<file path="config.mk">
export PLATFORM = sky130hd
export DESIGN_NAME = dataflow_ctrl_monitor_flat
export DESIGN_NICKNAME = d
export VERILOG_FILES = /design/src/rtl/dataflow_ctrl_monitor_if.sv /design/src/rtl/dataflow_ctrl_monitor.sv /design/src/flat_wrapper.sv
export SDC_FILE = /design/constraint.sdc
export NUM_CORES = 2
export LEC_CHECK = 0
export CORE_ASPECT_RATIO = 0.7
export CORE_UTILIZATION = 40
export DETAILED_ROUTE_END_ITERATION = 16
export HOLD_SLACK_MARGIN = 0.1
export PLACE_DENSITY = 0.64
export SLEW_MARGIN = 20
export SYNTH_ARGS = -nofsm -noshare
export SYNTH_HDL_FRONTEND = slang
export SYNTH_SLANG_ARGS = --single-unit
</file>
<file path="constraint.sdc">
create_clock -name clock -period 4.15 [get_ports clock]
set_input_delay 0.415 -clock clock [delete_from_list [all_inputs] [get_ports clock]]
set_output_delay 0.415 -clock clock [all_outputs]
set_load 0.01 [all_outputs]
</file>
<file path="src/rtl/dataflow_ctrl_monitor_if.sv">
// ap_ctrl handshake bundle for NUM_CH block-level interfaces.
// The block under observation drives the bundle; the monitor only listens.
interface dataflow_ctrl_monitor_if #(
  parameter int NUM_CH = 4
);
  logic [NUM_CH-1:0] ap_start;
  logic [NUM_CH-1:0] ap_ready;
  logic [NUM_CH-1:0] ap_done;
  logic [NUM_CH-1:0] ap_continue;

  modport master (output ap_start, output ap_ready, output ap_done, output ap_continue);
  modport slave  (input  ap_start, input  ap_ready, input  ap_done, input  ap_continue);
endinterface

</file>
<file path="src/rtl/dataflow_ctrl_monitor.sv">
// dataflow_ctrl_monitor: per-channel ap_ctrl transaction monitor.
// Tracks txn count, last/max latency and done-stall cycles per channel;
// statistics freeze on finish and are read through a registered port.
// Optional watchdog: define MON_TIMEOUT_EN to add per-channel timeout
// detection and the `timeout` output.
//
// state     | meaning
// ----------+-------------------------------------------------------
// IDLE      | no transaction in flight
// RUN       | started, waiting for ap_done; lat_cnt counting
// DONE_HOLD | ap_done seen with ap_continue low; lat_cnt frozen
module dataflow_ctrl_monitor #(
  parameter int NUM_CH  = 4,
  parameter int CNT_W   = 32,
  parameter int TIMEOUT = 1024,
  localparam int CH_W   = (NUM_CH > 1) ? $clog2(NUM_CH) : 1
) (
  input  logic                clock,
  input  logic                reset,
  dataflow_ctrl_monitor_if.slave ctrl,
  input  logic                finish,
  input  logic                rd_en,
  input  logic [CH_W-1:0]     rd_ch,
  input  logic [1:0]          rd_field,
  output logic [CNT_W-1:0]    rd_data,
  output logic                rd_valid,
  output logic                rd_err,
  output logic [NUM_CH-1:0]   proto_err,
  output logic                frozen,
  output logic                all_idle
`ifdef MON_TIMEOUT_EN
  ,
  output logic [NUM_CH-1:0]   timeout
`endif
);

  // Reject illegal parameterisations at elaboration.
  if (NUM_CH < 1 || NUM_CH > 16 || CNT_W < 1 || TIMEOUT < 1) begin : g_bad_param
    $error("dataflow_ctrl_monitor: illegal parameter value");
  end

  typedef enum logic [1:0] {IDLE, RUN, DONE_HOLD} st_t;

  st_t              st_q    [NUM_CH];
  logic [CNT_W-1:0] lat_q   [NUM_CH];
  logic [CNT_W-1:0] txn_q   [NUM_CH];
  logic [CNT_W-1:0] last_q  [NUM_CH];
  logic [CNT_W-1:0] max_q   [NUM_CH];
  logic [CNT_W-1:0] stall_q [NUM_CH];

  logic [NUM_CH-1:0] complete;
  logic [NUM_CH-1:0] stall_inc;
  logic [NUM_CH-1:0] perr_set;

  logic [CNT_W-1:0]  rd_sel;
  logic              rd_ch_ok;

  function automatic logic [CNT_W-1:0] sat_inc(input logic [CNT_W-1:0] v);
    return (&v) ? v : v + CNT_W'(1);
  endfunction

  // Per-channel event decode; everything is masked once frozen.
  always_comb begin
    complete  = '0;
    stall_inc = '0;
    perr_set  = '0;
    for (int c = 0; c < NUM_CH; c++) begin
      case (st_q[c])
        IDLE: perr_set[c] = ctrl.ap_done[c] | (ctrl.ap_ready[c] & ~ctrl.ap_start[c]);
        RUN: begin
          complete[c]  = ctrl.ap_done[c] & ctrl.ap_continue[c];
          stall_inc[c] = ctrl.ap_done[c] & ~ctrl.ap_continue[c];
        end
        DONE_HOLD: begin
          complete[c]  = ctrl.ap_continue[c];
          stall_inc[c] = ~ctrl.ap_continue[c];
        end
        default: ;
      endcase
    end
    if (frozen) begin
      complete  = '0;
      stall_inc = '0;
      perr_set  = '0;
    end
  end

`ifdef MON_TIMEOUT_EN
  localparam int WD_W = $clog2(TIMEOUT + 1);
  logic [WD_W-1:0] wd_q   [NUM_CH];
  logic [WD_W-1:0] wd_nxt [NUM_CH];

  // Watchdog next value: consecutive busy cycles, restarting with each new start.
  always_comb begin
    for (int c = 0; c < NUM_CH; c++) begin
      wd_nxt[c] = wd_q[c];
      if (st_q[c] == IDLE || complete[c])
        wd_nxt[c] = ctrl.ap_start[c] ? WD_W'(1) : '0;
      else if (wd_q[c] != WD_W'(TIMEOUT))
        wd_nxt[c] = wd_q[c] + WD_W'(1);
    end
  end
`endif

  // Channel FSMs, statistics, sticky error and freeze flags.
  always_ff @(posedge clock) begin
    if (reset) begin
      frozen    <= 1'b0;
      proto_err <= '0;
      for (int c = 0; c < NUM_CH; c++) begin
        st_q[c]    <= IDLE;
        lat_q[c]   <= '0;
        txn_q[c]   <= '0;
        last_q[c]  <= '0;
        max_q[c]   <= '0;
        stall_q[c] <= '0;
      end
`ifdef MON_TIMEOUT_EN
      timeout <= '0;
      for (int c = 0; c < NUM_CH; c++) wd_q[c] <= '0;
`endif
    end else begin
      if (finish) frozen <= 1'b1;
      if (!frozen) begin
        for (int c = 0; c < NUM_CH; c++) begin
          if (perr_set[c]) proto_err[c] <= 1'b1;
          if (stall_inc[c]) stall_q[c] <= sat_inc(stall_q[c]);
          if (complete[c]) begin
            txn_q[c]  <= sat_inc(txn_q[c]);
            last_q[c] <= lat_q[c];
            if (lat_q[c] > max_q[c]) max_q[c] <= lat_q[c];
          end
          case (st_q[c])
            IDLE: begin
              if (ctrl.ap_start[c]) begin
                st_q[c]  <= RUN;
                lat_q[c] <= CNT_W'(1);
              end
            end
            RUN: begin
              if (complete[c]) begin
                if (ctrl.ap_start[c]) lat_q[c] <= CNT_W'(1);
                else                  st_q[c]  <= IDLE;
              end else if (ctrl.ap_done[c]) begin
                st_q[c] <= DONE_HOLD;
              end else begin
                lat_q[c] <= sat_inc(lat_q[c]);
              end
            end
            DONE_HOLD: begin
              if (complete[c]) begin
                if (ctrl.ap_start[c]) begin
                  st_q[c]  <= RUN;
                  lat_q[c] <= CNT_W'(1);
                end else begin
                  st_q[c] <= IDLE;
                end
              end
            end
            default: st_q[c] <= IDLE;
          endcase
`ifdef MON_TIMEOUT_EN
          wd_q[c] <= wd_nxt[c];
          if (wd_nxt[c] == WD_W'(TIMEOUT)) begin
            timeout[c]   <= 1'b1;
            proto_err[c] <= 1'b1;
          end
`endif
        end
      end
    end
  end

  // Read mux over the current (pre-update) statistics.
  always_comb begin
    rd_sel   = '0;
    rd_ch_ok = 1'b0;
    for (int c = 0; c < NUM_CH; c++) begin
      if (rd_ch == CH_W'(c)) begin
        rd_ch_ok = 1'b1;
        case (rd_field)
          2'd0:    rd_sel = txn_q[c];
          2'd1:    rd_sel = last_q[c];
          2'd2:    rd_sel = max_q[c];
          default: rd_sel = stall_q[c];
        endcase
      end
    end
  end

  // Registered read port, one read per cycle.
  always_ff @(posedge clock) begin
    if (reset) begin
      rd_data  <= '0;
      rd_valid <= 1'b0;
      rd_err   <= 1'b0;
    end else begin
      rd_valid <= rd_en;
      rd_err   <= rd_en & ~rd_ch_ok;
      if (rd_en) rd_data <= rd_ch_ok ? rd_sel : '0;
    end
  end

  // all_idle: every channel FSM parked in IDLE.
  always_comb begin
    all_idle = 1'b1;
    for (int c = 0; c < NUM_CH; c++)
      if (st_q[c] != IDLE) all_idle = 1'b0;
  end

endmodule

</file>
<file path="src/flat_wrapper.sv">
// flat-port wrapper written by rule: the top's interface ports become plain ports
module dataflow_ctrl_monitor_flat 
#(
  parameter int NUM_CH  = 4,
  parameter int CNT_W   = 32,
  parameter int TIMEOUT = 1024,
  localparam int CH_W   = (NUM_CH > 1) ? $clog2(NUM_CH) : 1
)
  (clock, reset, finish, rd_en, rd_ch, rd_field, rd_data, rd_valid, rd_err, proto_err, frozen, all_idle, ctrl_ap_start, ctrl_ap_ready, ctrl_ap_done, ctrl_ap_continue);
  dataflow_ctrl_monitor_if #(.NUM_CH(NUM_CH)) ctrl_i ();
  input  logic clock;
  input  logic reset;
  input  logic finish;
  input  logic rd_en;
  input  logic [CH_W-1:0] rd_ch;
  input  logic [1:0] rd_field;
  output logic [CNT_W-1:0] rd_data;
  output logic rd_valid;
  output logic rd_err;
  output logic [NUM_CH-1:0] proto_err;
  output logic frozen;
  output logic all_idle;
  input wire logic [$bits(ctrl_i.ap_start)-1:0] ctrl_ap_start;
  input wire logic [$bits(ctrl_i.ap_ready)-1:0] ctrl_ap_ready;
  input wire logic [$bits(ctrl_i.ap_done)-1:0] ctrl_ap_done;
  input wire logic [$bits(ctrl_i.ap_continue)-1:0] ctrl_ap_continue;
  assign ctrl_i.ap_start = ctrl_ap_start;
  assign ctrl_i.ap_ready = ctrl_ap_ready;
  assign ctrl_i.ap_done = ctrl_ap_done;
  assign ctrl_i.ap_continue = ctrl_ap_continue;
  dataflow_ctrl_monitor #(.NUM_CH(NUM_CH), .CNT_W(CNT_W), .TIMEOUT(TIMEOUT)) u_core (.clock(clock), .reset(reset), .ctrl(ctrl_i), .finish(finish), .rd_en(rd_en), .rd_ch(rd_ch), .rd_field(rd_field), .rd_data(rd_data), .rd_valid(rd_valid), .rd_err(rd_err), .proto_err(proto_err), .frozen(frozen), .all_idle(all_idle));
endmodule
</file>
# ---- Word level (Yosys, flattened, before mapping)
# Memories as Yosys holds them, arrays and structs flattened.
# Cells that the tools add are included.
dict set report op_classes {
  n_addsub 12
  n_lt_le_gt_ge 4
  eq_ne 13
  n_mux 314
  bitwise_logic 83
  n_reduce_logical 30
}
# operator count
set ops {}
lappend ops {{two-way mux 32 bit} 49}
lappend ops {{adder 32 x 1 -> 32 bit (second input constant)} 12}
lappend ops {{case mux 32 bit (3 select lines)} 4}
lappend ops {{AND reduction 32 bit} 12}
lappend ops {{two-way mux 1 bit} 226}
lappend ops {{greater-than comparator 32 bit} 4}
lappend ops {{OR 1 bit} 60}
lappend ops {{two-way mux 2 bit} 24}
lappend ops {{case mux 1 bit (2 select lines)} 8}
lappend ops {{== test 2 bit (second input constant)} 7}
lappend ops {{bitwise AND 1 bit} 13}
lappend ops {{== test 2 x 1 -> 1 bit (second input constant)} 6}
lappend ops {{logical NOT 2 bit} 6}
lappend ops {{two-way mux 4 bit} 3}
lappend ops {{OR reduction 3 bit} 4}
lappend ops {{NOT 1 bit} 10}
lappend ops {{AND reduction 2 bit} 4}
lappend ops {{nonzero test 2 bit} 4}
dict set report totals {
  reg_bits 39
  ram_bits 648
  inputBits 24
  output_inout_bits 40
  wordCells 470
  memories 6
}
# memory depth width read_ports rd_ports_with_merged_regs wr line_no
set memory_table {}
lappend memory_table {u_core.last_q 4 32 4 0 4 dataflow_ctrl_monitor.sv:47} ;# logic [CNT_W-1:0] last_q [NUM_CH];
lappend memory_table {u_core.lat_q 4 32 4 0 4 dataflow_ctrl_monitor.sv:45} ;# logic [CNT_W-1:0] lat_q [NUM_CH];
lappend memory_table {u_core.max_q 4 32 4 0 4 dataflow_ctrl_monitor.sv:48} ;# logic [CNT_W-1:0] max_q [NUM_CH];
lappend memory_table {u_core.stall_q 4 32 4 0 4 dataflow_ctrl_monitor.sv:49} ;# logic [CNT_W-1:0] stall_q [NUM_CH];
lappend memory_table {u_core.txn_q 4 32 4 0 4 dataflow_ctrl_monitor.sv:46} ;# logic [CNT_W-1:0] txn_q [NUM_CH];
lappend memory_table {u_core.st_q 4 2 4 0 4 dataflow_ctrl_monitor.sv:44} ;# st_t st_q [NUM_CH];

# ---- Longest topological paths before layout
dict set report depth {
  depth_word 13
  ltp_mapped 10
  mapped_depth_nobuf 7
}

# ---- Worst setup path after synthesis
# Ideal clock, no wire load.
dict set report synth_path {
  kind {input-to-reg}
  start {input reset}
  end {memory u_core.stall_q[1][0], enable pin}
  setup_time_ps 466
  t_arrival_ps 4029
  t_required_ps 3684
  slack_ps -344
  path_stages 5
  path_cell_list {or2_1 -> clkbuf_1 -> or4b_2 -> clkbuf_1 -> o21ai_0}
}
# item line_no
set synth_lines {}
lappend synth_lines {{start: declaration} flat_wrapper.sv:12} ;# input logic reset;
lappend synth_lines {{end: declaration} dataflow_ctrl_monitor.sv:49}

==> reports/metrics.csv <==
stage;metric;value;unit
die;start_util;40.7;%
sta;fin_ws;1020;ps
sta;clock_skew;34.9;ps
critical_path;cp-start-kind;flop;
worst_hold_path;min_from;reset;
critical_path;cp_common_cell;buf_4;
cells_and_area;stdcell_count;5278;
logic_synthesis;yosysWarnings;0;
clock_tree;clk_pin_slew_worst_paths;60;ps
sta;period_share;75.3;%
sta;setup_violations;0;
pwr;peakVddDrop;0.000399;V
cells_and_area;final_common_cell;edfxtp_1;
grt;grt_pass1_vias;28246;
grt;grt_antenna_before_repair;13;
die;die_area;0.102;mm²
route;drt-initial-drc-count;4854;
critical_path;path_cells;ha_1 -> nand4_1 -> nor4_1 -> nor3b_1 -> o31ai_4 -> buf_4 -> nand3_1 -> buf_4;
pwr;power.total;17.5;mW
pwr;leakagePower;15.8;nW
critical_path;endpoint_kind;flop;
grt;grt-ovfl-total;0;
worst_hold_path;hp-class;in -> reg;
clock_tree;hold_buffers;0;
critical_path;cpMaxStageDelayCell;edfxtp_1;
clock_tree;htreeDepth;3;
die;die_x;381;µm
sta;hold-worst-slack;303;ps
critical_path;startpoint;u_core.lat_q[3][28];
cells_and_area;layout_common_cells;edfxtp_1, nor2_1, nand2_1;
placement;dp.cells;5140;
logic_synthesis;synth_cell_types;78;
logic_synthesis;ys_seq_area_share;50.4;%
placement;gp_congestion;0.961;
pwr;pwr-share-comb;11.4;%
logic_synthesis;synth_seq_cells;687;
pwr;pwr-share-seq;49.2;%
clock_tree;cts_made_buffers;74;
placement;hpwlAfterDp;95.6;mm
route;vias;31986;
sta;rsz0062_at_grt;no;
die;num_io_pins;64;
logic_synthesis;avgSynthCellArea;10.4;µm²
critical_path;cp_max_fo;20;
route;dr.pass1.iters;10;
critical_path;crit_arrival;3480;ps
critical_path;r2r-start;u_core.lat_q[3][28];
cells_and_area;area_delta_synth_final;12.4;%
sta;slew_headroom;23.2;%
clock_tree;clock_latency;680;ps
placement;io_buffers;63;
critical_path;max_stage_delay;490;ps
logic_synthesis;synth_edf_count;648;
die;fp.dieH;267;µm
pwr;p_sw_share;27.4;%
pwr;clkPwrFrac;39.5;%
status;run_status;completed;
clock_tree;ctsResizeCount;0;
sta;fmax;0.320;GHz
cells_and_area;final_area;0.0452;mm²
logic_synthesis;syn_area;0.0402;mm²
grt;grt_usage;25.0;%
route;wl;130;mm
placement;dpl-instance-area;0.0427;mm²
pwr;p_sw;4.79;mW
critical_path;worst-setup-path-type;reg -> reg;
route;routed_via_density;6.06;
die;design.core.area;0.0987;mm²
sta;report.final.slew_viol_count;0;
sta;worst_pin_slew;1140;ps
clock_tree;cts_tree;yes;
logic_synthesis;synthFlopType;edfxtp_1;
cells_and_area;fin_util;45.7;%
clock_tree;clock_path_buffers;3;
clock_tree;clockRootBuffer;clkbuf_16;
sta;finalHoldViolCount;0;
route;wire_per_inst;24.6;µm
placement;pre_cts_slack;732;ps
sta;fin_tns_setup;0;ps
logic_synthesis;ys_async_sr_fraction;0;%
route;drcViolationCount;0;
cells_and_area;drive_gt1_share;9.06;%
logic_synthesis;syn_nets;4036;
pwr;cellPowerDensity;387;mW/mm²
critical_path;worstPathRequired;4500;ps
grt;grt_pass1_wl;190;mm
route;ant_nets;0;
logic_synthesis;netlist_instances;3856;
sta;min_period;3130;ps
cells_and_area;num-nets-final;4074;
job;maxCapViolCount;0;
grt;grt_max_degree;61;
pwr;cell_internal_pwr;12.7;mW
die;row_count;96;
clock_tree;clkSinkCount;687;
clock_tree;postCtsSetupBuffers;0;
-- path summary, 6_finish.rpt --
kind / endpoint / depth (start not counted) / slack (ps)
setup / recovery: u_core.max_q[3][15] / 8 / 1020
hold / removal: u_core.proto_err[1] / 3 / 300
setup reg to reg: u_core.max_q[3][15] / 8 / 1020
hold reg to reg: u_core.proto_err[3] / 2 / 450
-- final cells by class --
cell class,instances,area (µm²)
repair buffers,176,1540
well taps,1323,1660
clock inverters,34,418
multi-input cells,2749,18500
diodes,3,7.51
inverters,206,778
clock buffers,100,2010
flip-flops and latches,687,20200
fillers,9204,53600
-- cell usage after synthesis, types with 10 or more instances --
library cell	number	area (µm²)
or4_1	10	75.1
a22oi_1	18	135
buf_1	15	56.3
and4_1	44	385
clkbuf_1	173	649
ha_1	156	1950
inv_1	205	769
a211oi_1	25	188
and2_1	88	551
a221o_1	15	150
mux4_2	61	1370
xnor2_1	155	1360
buf_2	20	100
or3_1	59	369
dfxtp_1	39	781
a21oi_1	281	1410
mux2_2	30	338
nor2b_1	15	93.8
and3_1	113	707
o21ai_0	104	521
a31oi_1	12	75.1
nand2_1	327	1230
o221ai_1	13	114
edfxtp_1	648	19500
nor2_1	409	1540
nor3_1	72	360
nor4_1	69	432
nand4_1	120	751
nand3_1	148	741
a21o_1	14	105
mux2i_1	66	661
xor2_1	145	1270
o22ai_1	31	194
-- registers in the layout (all words and copies together), names as in the netlist --
name	flops
u_core.last_q	128
u_core.lat_q	128
u_core.max_q	128
u_core.stall_q	128
u_core.txn_q	128
u_core.rd_data	32
u_core.st_q	8
u_core.proto_err	4
u_core.frozen	1
u_core.rd_err	1
u_core.rd_valid	1
-- logic make-up after synthesis --
family          share of synthesized area [%]
mux                                      5.90
simple gates                             18.9
buf+inv                                  4.02
flops                                    50.4
other cells                           0.00933
compound gates                           9.38
fa+ha+maj                                4.86
xor+xnor                                 6.54
-- per-layer routing --
metal  vias to the layer above  track usage, %  part of all wire (%)
li1                      14324               -                     -
met1                     15561            40.2                    46
met2                      1921            30.8                    37
met3                       172            9.00                    15
met4                         8            5.13                   1.9
met5                         -               0                 0.045
-- critical path, delay by kind of cell, from the launching register on --
| kind | cells | cell delay (ps) |
|---|---|---|
| and+or+nand+nor | 4 | 1130 |
| buffers and inverters | 2 | 560 |
| DFF | 1 | 490 |
| adders and majority gates | 1 | 330 |
| AOI/OAI and AO/OA | 1 | 270 |
-- power groups by stage --
stage	clock network (mW)	registers, mW	logic (mW)
floorplan	0	8.46	1.21
global placement	0	8.69	1.90
detailed placement	0	8.70	1.93
CTS	6.97	8.55	1.95
global route	7.19	8.62	2.14
finish	6.90	8.59	1.99
Power figures use the tool's default switching activity.
